`src/rtl/gl_pkg.sv`:
```
// Shared definitions for the triangle setup path: vertex layout, scheduler states and
// primitive mode encodings.
package gl_pkg;

   localparam int VTX_W = 96;

   // Vertex word layout: x and y are fp32, the low word carries z/attribute data.
   localparam int X_MSB = 95;
   localparam int X_LSB = 64;
   localparam int Y_MSB = 63;
   localparam int Y_LSB = 32;
   localparam int Z_MSB = 31;
   localparam int Z_LSB = 0;

   localparam logic MODE_LIST  = 1'b0;
   localparam logic MODE_STRIP = 1'b1;

   typedef enum logic [1:0] {
      IDLE  = 2'd0,
      ISSUE = 2'd1,
      WAIT  = 2'd2
   } sched_state_t;

   function automatic logic [31:0] vtx_x(input logic [VTX_W-1:0] v);
      return v[X_MSB:X_LSB];
   endfunction

   function automatic logic [31:0] vtx_y(input logic [VTX_W-1:0] v);
      return v[Y_MSB:Y_LSB];
   endfunction

   function automatic logic [31:0] vtx_z(input logic [VTX_W-1:0] v);
      return v[Z_MSB:Z_LSB];
   endfunction

endpackage

```
`src/rtl/gl_tri_assembler.sv`:
```
// Turns accepted vertices into triangles (list or strip), preserving strip winding and
// counting vertices left over when a primitive ends mid-triangle.
module gl_tri_assembler
   import gl_pkg::*;
#(
   parameter int VTX_W = gl_pkg::VTX_W
) (
   input  logic             clk,
   input  logic             rst,
   input  logic             mode,
   input  logic             prim_start,
   input  logic             vtx_accept,
   input  logic             vtx_last,
   input  logic [VTX_W-1:0] vtx_data,
   output logic             tri_valid,
   output logic [VTX_W-1:0] tri_v1,
   output logic [VTX_W-1:0] tri_v2,
   output logic [VTX_W-1:0] tri_v3,
   output logic [1:0]       drop_inc,
   output logic             prim_open
);

   logic             mode_reg, mode_next;
   logic [VTX_W-1:0] h0_reg, h0_next;
   logic [VTX_W-1:0] h1_reg, h1_next;
   logic [1:0]       cnt_reg, cnt_next;
   logic             odd_reg, odd_next;
   logic             open_reg, open_next;

   // prim_start takes effect before a vertex arriving in the same cycle.
   logic       mode_eff;
   logic [1:0] cnt_eff;
   logic       odd_eff;
   logic       completes;

   assign mode_eff  = prim_start ? mode : mode_reg;
   assign cnt_eff   = prim_start ? 2'd0 : cnt_reg;
   assign odd_eff   = prim_start ? 1'b0 : odd_reg;
   assign completes = vtx_accept && (cnt_eff == 2'd2);

   always_comb begin
      mode_next = mode_eff;
      h0_next   = h0_reg;
      h1_next   = h1_reg;
      cnt_next  = cnt_eff;
      odd_next  = odd_eff;
      open_next = prim_start | open_reg;
      tri_valid = completes;
      tri_v1    = h0_reg;
      tri_v2    = h1_reg;
      tri_v3    = vtx_data;
      drop_inc  = 2'd0;
      if (vtx_accept) begin
         open_next = 1'b1;
         if (completes) begin
            if (mode_eff == MODE_STRIP) begin
               // Odd strip triangles swap the two history vertices to keep winding.
               if (odd_eff) begin
                  tri_v1 = h1_reg;
                  tri_v2 = h0_reg;
               end
               h0_next  = h1_reg;
               h1_next  = vtx_data;
               odd_next = ~odd_eff;
            end else begin
               cnt_next = 2'd0;
            end
         end else begin
            if (cnt_eff == 2'd0) begin
               h0_next = vtx_data;
            end else begin
               h1_next = vtx_data;
            end
            cnt_next = cnt_eff + 2'd1;
         end
         if (vtx_last) begin
            if (!completes) begin
               drop_inc = cnt_eff + 2'd1;
            end
            cnt_next  = 2'd0;
            odd_next  = 1'b0;
            open_next = 1'b0;
         end
      end
   end

   always_ff @(posedge clk) begin
      if (rst) begin
         mode_reg <= MODE_LIST;
         h0_reg   <= '0;
         h1_reg   <= '0;
         cnt_reg  <= 2'd0;
         odd_reg  <= 1'b0;
         open_reg <= 1'b0;
      end else begin
         mode_reg <= mode_next;
         h0_reg   <= h0_next;
         h1_reg   <= h1_next;
         cnt_reg  <= cnt_next;
         odd_reg  <= odd_next;
         open_reg <= open_next;
      end
   end

   assign prim_open = open_reg;

endmodule

```
`src/rtl/gl_tri_scheduler.sv`:
```
// Two-slot triangle buffer between vertex assembly and the rasterizer, with a
// start/done issue FSM and a watchdog on the done handshake.
module gl_tri_scheduler
   import gl_pkg::*;
#(
   parameter int          VTX_W   = gl_pkg::VTX_W,
   parameter int          CNT_W   = 16,
   parameter int unsigned TIMEOUT = 4096
) (
   input  logic             clk,
   input  logic             rst,
   input  logic             mode,
   input  logic             prim_start,
   input  logic             vtx_valid,
   input  logic [VTX_W-1:0] vtx_data,
   input  logic             vtx_last,
   output logic             vtx_ready,
   output logic             rast_start,
   output logic [VTX_W-1:0] rast_v1,
   output logic [VTX_W-1:0] rast_v2,
   output logic [VTX_W-1:0] rast_v3,
   input  logic             rast_done,
   output logic             busy,
   output logic             timeout,
   output logic [CNT_W-1:0] tri_count,
   output logic [CNT_W-1:0] drop_count
);

   sched_state_t     state_reg;
   logic             rast_start_reg;
   logic [VTX_W-1:0] rast_v1_reg, rast_v2_reg, rast_v3_reg;
   logic             timeout_reg;
   logic [CNT_W-1:0] tri_count_reg, drop_count_reg;
   logic [31:0]      wd_cnt_reg;
   logic [1:0]       slot_full_reg, slot_full_next;
   logic             wr_ptr_reg, rd_ptr_reg;

   logic             vtx_accept;
   logic             tri_valid;
   logic [VTX_W-1:0] tri_v1, tri_v2, tri_v3;
   logic [1:0]       drop_inc;
   logic             prim_open;

   logic [VTX_W-1:0] slot_v1 [2];
   logic [VTX_W-1:0] slot_v2 [2];
   logic [VTX_W-1:0] slot_v3 [2];

   assign vtx_ready  = ~(slot_full_reg[0] & slot_full_reg[1]);
   assign vtx_accept = vtx_valid & vtx_ready;

   gl_tri_assembler #(.VTX_W(VTX_W)) u_asm (
      .clk        (clk),
      .rst        (rst),
      .mode       (mode),
      .prim_start (prim_start),
      .vtx_accept (vtx_accept),
      .vtx_last   (vtx_last),
      .vtx_data   (vtx_data),
      .tri_valid  (tri_valid),
      .tri_v1     (tri_v1),
      .tri_v2     (tri_v2),
      .tri_v3     (tri_v3),
      .drop_inc   (drop_inc),
      .prim_open  (prim_open)
   );

   for (genvar gi = 0; gi < 2; gi++) begin : g_slot
      logic [VTX_W-1:0] v1_reg, v2_reg, v3_reg;

      always_ff @(posedge clk) begin
         if (tri_valid && (wr_ptr_reg == 1'(gi))) begin
            v1_reg <= tri_v1;
            v2_reg <= tri_v2;
            v3_reg <= tri_v3;
         end
      end

      assign slot_v1[gi] = v1_reg;
      assign slot_v2[gi] = v2_reg;
      assign slot_v3[gi] = v3_reg;
   end

   logic wd_expire;
   logic release_slot;

   assign wd_expire    = (TIMEOUT != 0) && (state_reg == WAIT) && (wd_cnt_reg == TIMEOUT - 1);
   assign release_slot = (state_reg == WAIT) && (rast_done || wd_expire);

   // Next triangle to issue: oldest slot from IDLE, the other slot after a release.
   // A triangle being written this cycle is forwarded so IDLE issues with one cycle latency.
   logic             cand_idx;
   logic             cand_in_slot;
   logic             cand_avail;
   logic             issue_go;
   logic [VTX_W-1:0] cand_v1, cand_v2, cand_v3;

   assign cand_idx     = (state_reg == IDLE) ? rd_ptr_reg : ~rd_ptr_reg;
   assign cand_in_slot = slot_full_reg[cand_idx];
   assign cand_avail   = cand_in_slot | (tri_valid & (wr_ptr_reg == cand_idx));
   assign issue_go     = cand_avail & ((state_reg == IDLE) | release_slot);
   assign cand_v1      = cand_in_slot ? slot_v1[cand_idx] : tri_v1;
   assign cand_v2      = cand_in_slot ? slot_v2[cand_idx] : tri_v2;
   assign cand_v3      = cand_in_slot ? slot_v3[cand_idx] : tri_v3;

   always_comb begin
      slot_full_next = slot_full_reg;
      if (release_slot) begin
         slot_full_next[rd_ptr_reg] = 1'b0;
      end
      if (tri_valid) begin
         slot_full_next[wr_ptr_reg] = 1'b1;
      end
   end

   always_ff @(posedge clk) begin
      if (rst) begin
         state_reg      <= IDLE;
         rast_start_reg <= 1'b0;
         rast_v1_reg    <= '0;
         rast_v2_reg    <= '0;
         rast_v3_reg    <= '0;
         timeout_reg    <= 1'b0;
         tri_count_reg  <= '0;
         drop_count_reg <= '0;
         wd_cnt_reg     <= '0;
         slot_full_reg  <= 2'b00;
         wr_ptr_reg     <= 1'b0;
         rd_ptr_reg     <= 1'b0;
      end else begin
         slot_full_reg  <= slot_full_next;
         drop_count_reg <= drop_count_reg + CNT_W'(drop_inc);
         rast_start_reg <= 1'b0;
         if (tri_valid) begin
            wr_ptr_reg <= ~wr_ptr_reg;
         end
         if (release_slot) begin
            rd_ptr_reg <= ~rd_ptr_reg;
         end
         if (prim_start) begin
            timeout_reg <= 1'b0;
         end
         if (wd_expire) begin
            timeout_reg <= 1'b1;
         end

         case (state_reg)
            IDLE: ;
            ISSUE: begin
               state_reg  <= WAIT;
               wd_cnt_reg <= '0;
            end
            WAIT: begin
               if (release_slot) begin
                  state_reg <= IDLE;
               end else begin
                  wd_cnt_reg <= wd_cnt_reg + 32'd1;
               end
            end
            default: state_reg <= IDLE;
         endcase

         if (issue_go) begin
            state_reg      <= ISSUE;
            rast_start_reg <= 1'b1;
            rast_v1_reg    <= cand_v1;
            rast_v2_reg    <= cand_v2;
            rast_v3_reg    <= cand_v3;
            tri_count_reg  <= tri_count_reg + CNT_W'(1);
         end
      end
   end

   assign rast_start = rast_start_reg;
   assign rast_v1    = rast_v1_reg;
   assign rast_v2    = rast_v2_reg;
   assign rast_v3    = rast_v3_reg;
   assign timeout    = timeout_reg;
   assign tri_count  = tri_count_reg;
   assign drop_count = drop_count_reg;
   assign busy       = (|slot_full_reg) | (state_reg != IDLE) | prim_open;

endmodule
```
`config.mk`:
```
export PLATFORM = sky130hd
export DESIGN_NAME = gl_tri_scheduler
export DESIGN_NICKNAME = d
export VERILOG_FILES = /design/src/rtl/gl_pkg.sv /design/src/rtl/gl_tri_assembler.sv /design/src/rtl/gl_tri_scheduler.sv
export SDC_FILE = /design/constraint.sdc
export NUM_CORES = 2
export LEC_CHECK = 0
export CAP_MARGIN = 40
export CORE_UTILIZATION = 39
export CTS_BUF_LIST = sky130_fd_sc_hd__clkbuf_4 sky130_fd_sc_hd__clkbuf_8
export DETAILED_ROUTE_END_ITERATION = 16
export DONT_BUFFER_PORTS = 1
export MAX_ROUTING_LAYER = met4
export PLACE_DENSITY_LB_ADDON = 0.2
export RECOVER_POWER = 100
export SLEW_MARGIN = 40
export SYNTH_ARGS = -nofsm -noshare
export SYNTH_HDL_FRONTEND = slang
export SYNTH_SLANG_ARGS = --single-unit
```
`constraint.sdc`:
```
create_clock -name clk -period 15.5 [get_ports clk]
set_input_delay 4.65 -clock clk [delete_from_list [all_inputs] [get_ports clk]]
set_output_delay 4.65 -clock clk [all_outputs]
set_load 0.005 [all_outputs]
```
==> metrics.md <==
| Metric | Value |
|---|---|
| Status | `finished with violations` |
| Failing checks | `max-capacitance violations, max-slew violations` |
| Hold_buf cts | `0` |
| R2R Path End | `rast_v2[60]` |
| Dpl ws | `approximately 6.8 ns` |
| Power per cell area | `roughly 120 nW/µm²` |
| Mux cell area share after synthesis | `under 10%` |
| Synth top area share | `37.9%` |
| Met1 usage | `about a quarter` |
| CTS clk-pin slew, worst paths | `0.06 ns` |
| Final setup violation count | `0` |
| GRT met3 Usage | `6.40%` |
| CTS H-tree lvls | `4` |
| CP Class | `primary input to flip-flop` |
| Maximum capacitance violations | `14` |
| Row count | `between 100 and 150` |
| Hold path endpoint | `rast_v3[7]` |
| Seq pwr share | `52.0%` |
| Largest family of logic cells by synthesized area | `simple AND/OR/NAND/NOR gates` |
| Mean routed wirelength per cell | `around 21 µm` |
| Post-CTS Setup Inserts | `0` |
| Die Height | `around 340 µm` |
| Yosys top cell by area | `edfxtp_1` |
| Met2 GRT Util | `33.6%` |
| Final Max Slew Viols | `about 650` |
| Antenna-violating nets left | `0` |
| Initial antenna violation count | `3` |
| Final worst-path cycle share | `just over 70%` |
| Overall routing resource usage | `a little over a fifth` |
| WL final | `about 120 mm` |
| Worst slew pin tran | `around 4.2 ns` |
| Layout cells sized above 1 | `slightly below 9%` |
| Final min period | `11.07 ns` |
| CP Capture Type | `flip-flop` |
| Mapped Nets | `4423` |
| Synth top cells by count | `1094 x nand2_1, 576 x edfxtp_1, 557 x dfxtp_1` |
| Clock root buffer master | `clkbuf_8` |
| Reg2reg path depth | `8` |
| Synthesized flop and latch total | `1133` |
| Synth Warn # | `0` |
| Clock skew | `~0.047 ns` |
| Net switching power | `~0.0013 W` |
| Die ar. | `roughly 120000 µm²` |
| Final WS setup | `roughly 4.4 ns` |
| Count leader, synth | `nand2_1` |
| Prevailing post-synth register cell | `edfxtp_1` |
| CORE AREA | `116000 µm²` |
| Max Fanout on Critical Path | `72` |
| HPWL after detailed placement | `just under 70 mm` |
| Class of the worst hold path | `flip-flop to flip-flop` |
| Gr busiest metal | `met2` |
| CTS tree | `built` |
| Vias | `roughly 32000` |
| Comb pwr share | `under 10%` |
| Io pins | `approximately 430` |
| Fraction of registers with async set/reset | `0%` |
| Post-synthesis cell type count | `54` |
| Nets | `~4300` |
| Post-Syn Area | `approximately 46000 µm²` |
| Crit path DAT | `~12 ns` |
| EDFF count, synth | `between 500 and 600` |
| Clock tree buffer depth | `3` |
| GP Congestion | `a little under 0.8` |
| Vias per std cell | `5.35` |
| Largest cells by area after synthesis | `edfxtp_1 38%, dfxtp_1 24%, nand2_1 9.0%` |
| FF/Latch Area | `about 28000 µm²` |
| Chip Width | `roughly 340 µm` |
| Initial DRC count | `around 1900` |
| Clk pwr share | `between 40% and 50%` |
| Worst reg2reg setup slack | `around 7.8 ns` |
| Pleak | `between 15 and 20 nW` |
| Seq/Total Area, Yosys | `between 60% and 70%` |
| Starting Density | `39.3%` |
| Internal | `between 0.004 and 0.005 W` |
| RSZ-0062 raised after global routing | `false` |
| Post-synthesis adder-cell area fraction | `less than 1%` |
| # port buffers | `0` |
| Crit path required time | `roughly 16 ns` |
| Reg2reg start | `slot_full_reg[1]` |
| CTS Buf Count | `around 190` |
| Clk_lat worst skew | `a little over 0.9 ns` |
| Sw Ratio | `between 20 and 25%` |
| Synthesized instance count | `around 4300` |
| Final TNS setup | `0 ns` |
| DRC | `0` |
| Peak Freq | `0.0903 GHz` |
| Post-Synth Simple-Gate Area | `15.0%` |
| Filler cells | `about 11000` |
| Footprint of the multi-input gates | `15800 µm²` |
| Startpoint Class | `primary input` |
| Syn avg cell area | `10.6 µm²` |
| Hold path cells | `2` |
| Worst vdd ir | `approximately 0.00008 V` |
| Clock sinks | `between 1000 and 1500` |
| Layout area overhead | `11.6%` |
| First-pass GRT wire length | `roughly 190 mm` |
| Max-Slew Margin vs Limit | `-178%` |
| Drt pass-1 iters | `5` |
| Beginning of the worst hold path | `rast_v3[7]` |
| Final Hold Vio Count | `0` |
| Pin count of the biggest net entering global routing | `~550` |
| Post-Synth XOR/XNOR Area | `0.546%` |
| Vias in the first global route | `30769` |
| Cts repair resizes | `0` |
| Synth Area in Compound Gates | `about an eighth` |
| Grt total ovfl | `0` |
[final cells by class]
cell class / instances / area share [%]
multi-input cells: 2832 / 31.0
inverters: 17 / 0.150
diodes: 4 / 0.0197
clock buffers: 313 / 7.42
clock inverters: 48 / 0.752
repair buffers: 42 / 1.01
well taps: 1524 / 3.75
flip-flops and latches: 1133 / 55.9
[logic make-up after synthesis]
family,Yosys count
DFF,1133
buffers and inverters,348
adders and majority gates,7
and+or+nand+nor,1645
xor gates and xnor gates,26
AOI/OAI and AO/OA,862
muxes,292
[through the flow]
step           hold slack, ns  cell area, µm²  util [%]  cells  total power [W]
5_1_grt                 0.492           50900      43.9   5912          0.00636
3_5_place_dp            0.465           46800      40.3   5545          0.00336
4_1_cts                 0.473           50900      43.9   5906          0.00622
6_report                0.469           50900      43.9   5913          0.00614
3_3_place_gp            0.458           46600      40.2   5540          0.00336
2_1_floorplan           0.432           45600         -   4313          0.00335
[power groups by stage]
stage | sequential (W) | clock (W) | combinational, W
after floorplan | 0.00325 | 0 | 0.000104
after global placement | 0.00325 | 0 | 0.000109
after detailed placement | 0.00325 | 0 | 0.000111
after CTS | 0.00319 | 0.00292 | 0.000112
after global routing | 0.00319 | 0.00305 | 0.000120
final | 0.00319 | 0.00284 | 0.000107
[layer usage]
layer	share of wire, %	vias to the layer above
met2	47	678
li1	-	15317
met4	2.3	0
met1	44	15459
met5	0	-
met3	7.0	181
[critical path, cell delays in order]
cell,delay [ns]
a21boi_0,0.55
nand2_1,1.60
nor2_1,0.61
o211a_1,1.17
clkbuf_1,2.10
buf_6,0.73
o211ai_1,0.22
a21oi_1,0.16
[how the worst max path moves through the flow]
stage,startpoint,to,slack (ns),cells past startpoint
floorplan,prim_start,g_slot[1].v1_reg[0],3.12,3
global placement,vtx_valid,g_slot[0].v2_reg[29],6.46,6
detailed placement,vtx_valid,g_slot[0].v2_reg[29],6.80,6
CTS,vtx_valid,g_slot[0].v1_reg[38],7.81,6
global route,vtx_valid,rast_v2[60],3.83,8
finish,vtx_valid,rast_v2[60],4.43,8
[cells in the final DEF, fill, tap and decap left out, drive strengths merged, types with 4 or more instances in the layout]
master and n:
buf 30, xor2 11, nand4 20, nand3 315, o31ai 14, xnor2 14
mux2 194, mux2i 98, and2 4, nor3 7, o21ai 18, ha 6
diode 4, nor4 6, nor2b 6, nand2 1094, or3 13, or4 12
inv 28, nor2 146, clkbuf 325, edfxtp 576, dfxtp 557, a21oi 418
a211oi 100, o211ai 296, and3 10, clkinv 33
Power figures use the tool's default switching activity.
